==> config.mk <==
export PLATFORM = sky130hd
export DESIGN_NAME = full_adder_flat
export DESIGN_NICKNAME = d
export VERILOG_FILES = /design/src/rtl/full_adder_if.sv /design/src/rtl/full_adder.sv /design/src/flat_wrapper.sv
export SDC_FILE = /design/constraint.sdc
export NUM_CORES = 1
export LEC_CHECK = 0
export ABC_AREA = 1
export CORE_AREA = 2 2 39 41
export CTS_BUF_LIST = sky130_fd_sc_hd__clkbuf_4 sky130_fd_sc_hd__clkbuf_8 sky130_fd_sc_hd__clkbuf_16
export DETAILED_ROUTE_END_ITERATION = 8
export DIE_AREA = 0 0 41 43
export PLACE_DENSITY = 0.36
export RECOVER_POWER = 50
export REMOVE_ABC_BUFFERS = 1
export SLEW_MARGIN = 0
export SYNTH_ARGS = -nofsm -noshare
export SYNTH_HDL_FRONTEND = slang
export SYNTH_SLANG_ARGS = --single-unit
==> constraint.sdc <==
create_clock -name clk -period 0.8 [get_ports clk]
set_clock_uncertainty 0.2 [all_clocks]
set_input_delay 0.12 -clock clk [delete_from_list [all_inputs] [get_ports clk]]
set_output_delay 0.12 -clock clk [all_outputs]
set_load 0.01 [all_outputs]
==> src/rtl/full_adder_if.sv <==
// Operand/result bundle for full_adder.
// FULL_ADDER_FLAGS_EN adds the zero/ovf/prop/gen result flags to the bundle.
interface full_adder_if #(
  parameter int unsigned WIDTH = 1
);

  logic             in_valid;
  logic [WIDTH-1:0] a;
  logic [WIDTH-1:0] b;
  logic             cin;
  logic [WIDTH-1:0] sum;
  logic             cout;
  logic             out_valid;
`ifdef FULL_ADDER_FLAGS_EN
  logic             zero;
  logic             ovf;
  logic             prop;
  logic             gen;
`endif

`ifdef FULL_ADDER_FLAGS_EN
  // Operand source side
  modport master (
    output in_valid, a, b, cin,
    input  sum, cout, out_valid, zero, ovf, prop, gen
  );

  // Adder side
  modport slave (
    input  in_valid, a, b, cin,
    output sum, cout, out_valid, zero, ovf, prop, gen
  );
`else
  // Operand source side
  modport master (
    output in_valid, a, b, cin,
    input  sum, cout, out_valid
  );

  // Adder side
  modport slave (
    input  in_valid, a, b, cin,
    output sum, cout, out_valid
  );
`endif

endinterface

==> src/rtl/full_adder.sv <==
// Registered WIDTH-bit ripple-carry adder with carry-in/carry-out, 1-cycle latency.
// Optional macro FULL_ADDER_FLAGS_EN adds registered zero/ovf/prop/gen flags.
module full_adder #(
  parameter int unsigned WIDTH = 1
) (
  input logic        clk,
  input logic        rst,
  full_adder_if.slave bus
);

  logic [WIDTH-1:0] sum_c;
  logic [WIDTH:0]   carry;
`ifdef FULL_ADDER_FLAGS_EN
  logic [WIDTH:0]   gcarry;
  logic             zero_c;
  logic             ovf_c;
  logic             prop_c;
  logic             gen_c;
`endif

  // Bit-serial ripple chain of 1-bit full-adder cells, c_0 = cin
  always_comb begin
    sum_c    = '0;
    carry    = '0;
    carry[0] = bus.cin;
    for (int unsigned i = 0; i < WIDTH; i++) begin
      sum_c[i]   = bus.a[i] ^ bus.b[i] ^ carry[i];
      carry[i+1] = (bus.a[i] & bus.b[i]) | (bus.a[i] & carry[i]) | (bus.b[i] & carry[i]);
    end
  end

`ifdef FULL_ADDER_FLAGS_EN
  // Flag terms; the generate chain is the same ripple with the carry-in forced to 0
  always_comb begin
    gcarry    = '0;
    gcarry[0] = 1'b0;
    for (int unsigned i = 0; i < WIDTH; i++) begin
      gcarry[i+1] = (bus.a[i] & bus.b[i]) | (bus.a[i] & gcarry[i]) | (bus.b[i] & gcarry[i]);
    end
    zero_c = (sum_c == '0);
    ovf_c  = carry[WIDTH] ^ carry[WIDTH-1];
    prop_c = &(bus.a ^ bus.b);
    gen_c  = gcarry[WIDTH];
  end
`endif

  // Result registers: capture on in_valid, otherwise hold; out_valid tracks in_valid
  always_ff @(posedge clk or posedge rst) begin
    if (rst) begin
      bus.sum       <= '0;
      bus.cout      <= 1'b0;
      bus.out_valid <= 1'b0;
`ifdef FULL_ADDER_FLAGS_EN
      bus.zero      <= 1'b0;
      bus.ovf       <= 1'b0;
      bus.prop      <= 1'b0;
      bus.gen       <= 1'b0;
`endif
    end else begin
      bus.out_valid <= bus.in_valid;
      if (bus.in_valid) begin
        bus.sum  <= sum_c;
        bus.cout <= carry[WIDTH];
`ifdef FULL_ADDER_FLAGS_EN
        bus.zero <= zero_c;
        bus.ovf  <= ovf_c;
        bus.prop <= prop_c;
        bus.gen  <= gen_c;
`endif
      end
    end
  end

endmodule

==> src/flat_wrapper.sv <==
// flat-port wrapper written by rule: the top's interface ports become plain ports
module full_adder_flat 
#(
  parameter int unsigned WIDTH = 1
)
  (clk, rst, bus_in_valid, bus_a, bus_b, bus_cin, bus_sum, bus_cout, bus_out_valid);
  full_adder_if #(.WIDTH(WIDTH)) bus_i ();
  input logic clk;
  input logic rst;
  input wire logic [$bits(bus_i.in_valid)-1:0] bus_in_valid;
  input wire logic [$bits(bus_i.a)-1:0] bus_a;
  input wire logic [$bits(bus_i.b)-1:0] bus_b;
  input wire logic [$bits(bus_i.cin)-1:0] bus_cin;
  output wire logic [$bits(bus_i.sum)-1:0] bus_sum;
  output wire logic [$bits(bus_i.cout)-1:0] bus_cout;
  output wire logic [$bits(bus_i.out_valid)-1:0] bus_out_valid;
  assign bus_i.in_valid = bus_in_valid;
  assign bus_i.a = bus_a;
  assign bus_i.b = bus_b;
  assign bus_i.cin = bus_cin;
  assign bus_sum = bus_i.sum;
  assign bus_cout = bus_i.cout;
  assign bus_out_valid = bus_i.out_valid;
  full_adder #(.WIDTH(WIDTH)) u_core (.clk(clk), .rst(rst), .bus(bus_i));
endmodule
# Word-level counts from Yosys, hierarchy flattened
# Cells that the tools add are included.
classes:
  n_reduce_logical: 0
  muxes: 0
  multipliers: 0
  shift: 0
  eq_ne: 0
  addsub: 0
  n_div: 0
  magnitude_cmp: 0
  bitwise_logic: 7
op_table:
  columns: ["cell", "count"]
  rows:
  - ["1-bit bitwise AND", 3]
  - ["1-bit bitwise OR", 2]
  - ["1-bit XOR", 2]
word_totals:
  latch_bits: 0
  romBits: 0
  output_inout_bits: 3
  regBits: 3
  in_bits: 6
  ramBits: 0
  wordCells: 10
  memories: 0

# Logic depth before layout (Yosys ltp)
# Gate-level depths: netlist of run 1.
depth:
  depth_word: 3
  mapped_depth: 3
  ltp_nobuf: 3

# Worst setup path before layout of run 1
# OpenSTA, ideal clock, no wires.
synth_path:
  path_type: "in2reg"
  start: "input bus_cin"
  end: "register u_core.bus.sum"
  cell_stages: 3
  setup_slack_ns: -0.198
  arrival_ns: 0.682
  t_required_ns: 0.483
  path_buffers: 0
  path_cell_list: "fa_1 nand2_1 nand2_1"
synth_between:
  elab_chain_cells: 1
synth_rtl:
  columns: ["item", "line_no", "rtl"]
  rows:
  - ["start, declared", "flat_wrapper.sv:13", "input wire logic [$bits(bus_i.cin)-1:0] bus_cin;"]
  - ["1-bit XOR", "full_adder.sv:27", "sum_c[i] = bus.a[i] ^ bus.b[i] ^ carry[i];"]
  - ["end signal, assigned", "full_adder.sv:62", "bus.sum <= sum_c;"]
  - ["end, declared", "full_adder_if.sv:43", "output sum, cout, out_valid"]
# Every way passes these cells.
# A chain may end at the register's enable or synchronous reset.

# Worst setup path after layout of run 1
layout_path:
  start: "register u_core.bus.cout"
  end: "output bus_cout"
layout_rtl:
  columns: ["item", "line_no", "rtl"]
  rows:
  - ["start, declared", "full_adder_if.sv:43", null]
  - ["start signal, assigned", "full_adder.sv:63", "bus.cout <= carry[WIDTH];"]
  - ["end, declared", "flat_wrapper.sv:15", "output wire logic [$bits(bus_i.cout)-1:0] bus_cout;"]
# No word-level cell between the ends.

==> impl_results.md, run 1 <==
* Outcome: finished, violations left
* Violated checks: negative hold slack, negative setup slack
* Static Leak at 0.1459 nW
* Final Slew Violations at 0
* Area growth syn-to-layout at 117.0%
* Max Clock Freq at 950.4 MHz
* Total wire length at 275 um
* Yosys top cell by area: dfrtp_1
* Total Power at 0.5886 mW
* Setup slack after layout at -0.2522 ns
* Sink Count at 3
* R2r worst-path depth at 4
* Routed Antenna Nets at 0
* Root Driver: clkbuf_4
* Worst reg2reg startpoint: u_core.bus.cout
* R2r setup slk at -0.18 ns
* Ant diodes at 0
* Total GRT Usage at 5.136%
* Via Count at 128
* Area of the mapped netlist at 125.1 um2
* Headroom to the max-slew limit at 91.79%
* Ports at 9
* Crit path cell chain: buf_2
* Finished Layout Cells at 43
* Clk Latency, worst-skew pair at 0.23 ns
* Die area at 0.001763 mm2
* Ranking of synthesized cells by area: dfrtp_1 60%, nand2_1 18%, fa_1 16%
* Number of max-cap violations at 0
* Buf+Inv Stages, Crit Path at 1
* Worst EP required at 0.48 ns
* Critical path endpoint category: output port
* Die boundary width at 41 um
* I/O Buffers at 8
* Starting Density at 9.042%
* Min Hold Slack at -0.009359 ns
* Initial antenna violation count at 0
* Worst path slowest cell: dfrtp_1
* Hold Crit Class: input port to flop
* Final Hold Fails at 4
* Yosys Warn Count at 0
* Critical Path Max Stage Delay at 0.36 ns
* Fin crit period at 1.052 ns
* H-Tree Depth at 1
* Library cells used by synthesis at 4
* Die span in y at 43 um
* WP depth at 1
* Worst Setup SP: u_core.bus.cout
* Worst-case vdd ir drop at 0.3645 mV
* Syn Inst Count at 12
* Share of cells above drive strength 1 at 51.85%
* Worst-path maximum fanout at 2
* Final critical-path share of the clock period at 131.5%
* Unrepaired setup endpoints after global routing: yes
* Nets@finish at 35
* DR vias/cell at 2.977
* Share of Yosys cell area claimed by the top area cell type at 60.00%
* Synth Area per Inst at 10.43 um2
* Register area share after synthesis at 60.00%
* R2r endpoint: u_core.bus.cout
* CTS tree: built
* Total CTS buffers at 3
* Vias in the first global route at 121
* Critical Path End: bus_cout
* 1st-iter DRT viols at 1
* Cell count after placement at 38
* FF+latch count, synth at 3
* Slew @ Worst Pin at 0.1231 ns
* First-pass GRT wire length at 476 um
* Largest net degree at the start of global routing at 5
* FP Rows at 14
* Critical path launch point type: flop
* Drc violations at 0
* Critical path class: flop to output port
* CORE AREA at 0.001384 mm2
* Crit-path leading delay family: flip-flops
* Finish-stage setup viols at 5
* Routed wire per std cell at 6.395 um
* GPL Wtd Cong at 0.6129
* DR pass1 iterations at 4
* Critical Path AT at 0.73 ns
* Clock buffer depth at 2
* Gr ovfl total at 0
* Pwr dens at 2168 mW/mm2
* Worst-path clk slew at 0.04 ns
* Place WS at -0.6689 ns
worst min-delay path by stage:
stage                            start                    to  slack [ns]  cells after the start
final                     bus_in_valid  u_core.bus.out_valid      -0.009                      1
after global routing               rst        u_core.bus.sum      -0.007                      2
after floorplan                    rst       u_core.bus.cout       -0.33                      1
after global placement             rst  u_core.bus.out_valid         0.1                      2
after CTS                          rst       u_core.bus.cout       -0.14                      2
after detailed placement           rst  u_core.bus.out_valid        0.10                      2
per-stage QoR:
stage	utilization, %	instance area [um2]	setup TNS [ns]	hold WS (ns)
floorplan	-	125.1	-0.3289	-0.3264
global placement	17.36	240.2	-2.478	0.09950
detailed placement	17.36	240.2	-2.523	0.1025
CTS	18.72	259.0	-1.056	-0.1425
global route	19.62	271.5	-1.230	-0.006904
finish	19.62	271.5	-1.029	-0.009359
placed cells by master, fill, tap and decap left out, drive strengths merged:
cell type    netlist  routed
buf                0       9
nand2              6       6
clkbuf             0       4
dfrtp              3       3
inv                2       2
fa                 1       1
dlygate4sd2        0       1
dlygate4sd3        0       1
final cells by class:
type	instances	area, um2
fillers	160	1112
repair buffers	11	93.84
flip-flops and latches	3	75.07
multi-input cells	7	45.04
clock buffers	4	30.03
well taps	16	20.02
inverters	2	7.507
flip-flops by register name (all words and copies together), names as in the netlist:
register and flops:
u_core.bus.out_valid 1, u_core.bus.sum 1, u_core.bus.cout 1
repair_timing:
action / in CTS / in global routing
endpoints found under the hold margin: 4 / 3
pin swaps: 3 / 1
setup endpoints to repair: 5 / 5
resized for setup: 27 / 3
buffers inserted: 2 / 1
report_power, final:
group          switching (mW)  internal [mW]
sequential            0.00871          0.168
combinational          0.0414         0.0716
clock                  0.0778          0.221
total                   0.128          0.461
kinds of logic after synthesis:
kind of cell | count (synthesis) | share of synthesized area (%)
AND/OR/NAND/NOR | 6 | 18.00
flip-flops | 3 | 60.00
buffers and inverters | 2 | 6.002
adder cells (fa/ha/maj) | 1 | 16.00
synth_stat cells, drive strengths merged:
master and instances:
nand2 6, dfrtp 3, inv 2, fa 1
routing by layer:
layer	GRT usage [%]	vias up	wire length, um	share of wire, %
met2	4.375	11	101	37
met3	4.712	2	45	16
met4	8.000	0	13	4.7
li1	-	63	-	-
met1	5.195	52	115	42
met5	0	-	0	0
No activity file was read; power rests on OpenSTA's default activity.
==> inputs of run 2 (changes only) <==
- ABC_CLOCK_PERIOD_IN_PS: not set -> 800
- GPL_ROUTABILITY_DRIVEN: not set -> 0
==> results of run 2 <==
Final layout, timing and power as in run 1 (identical DEF).
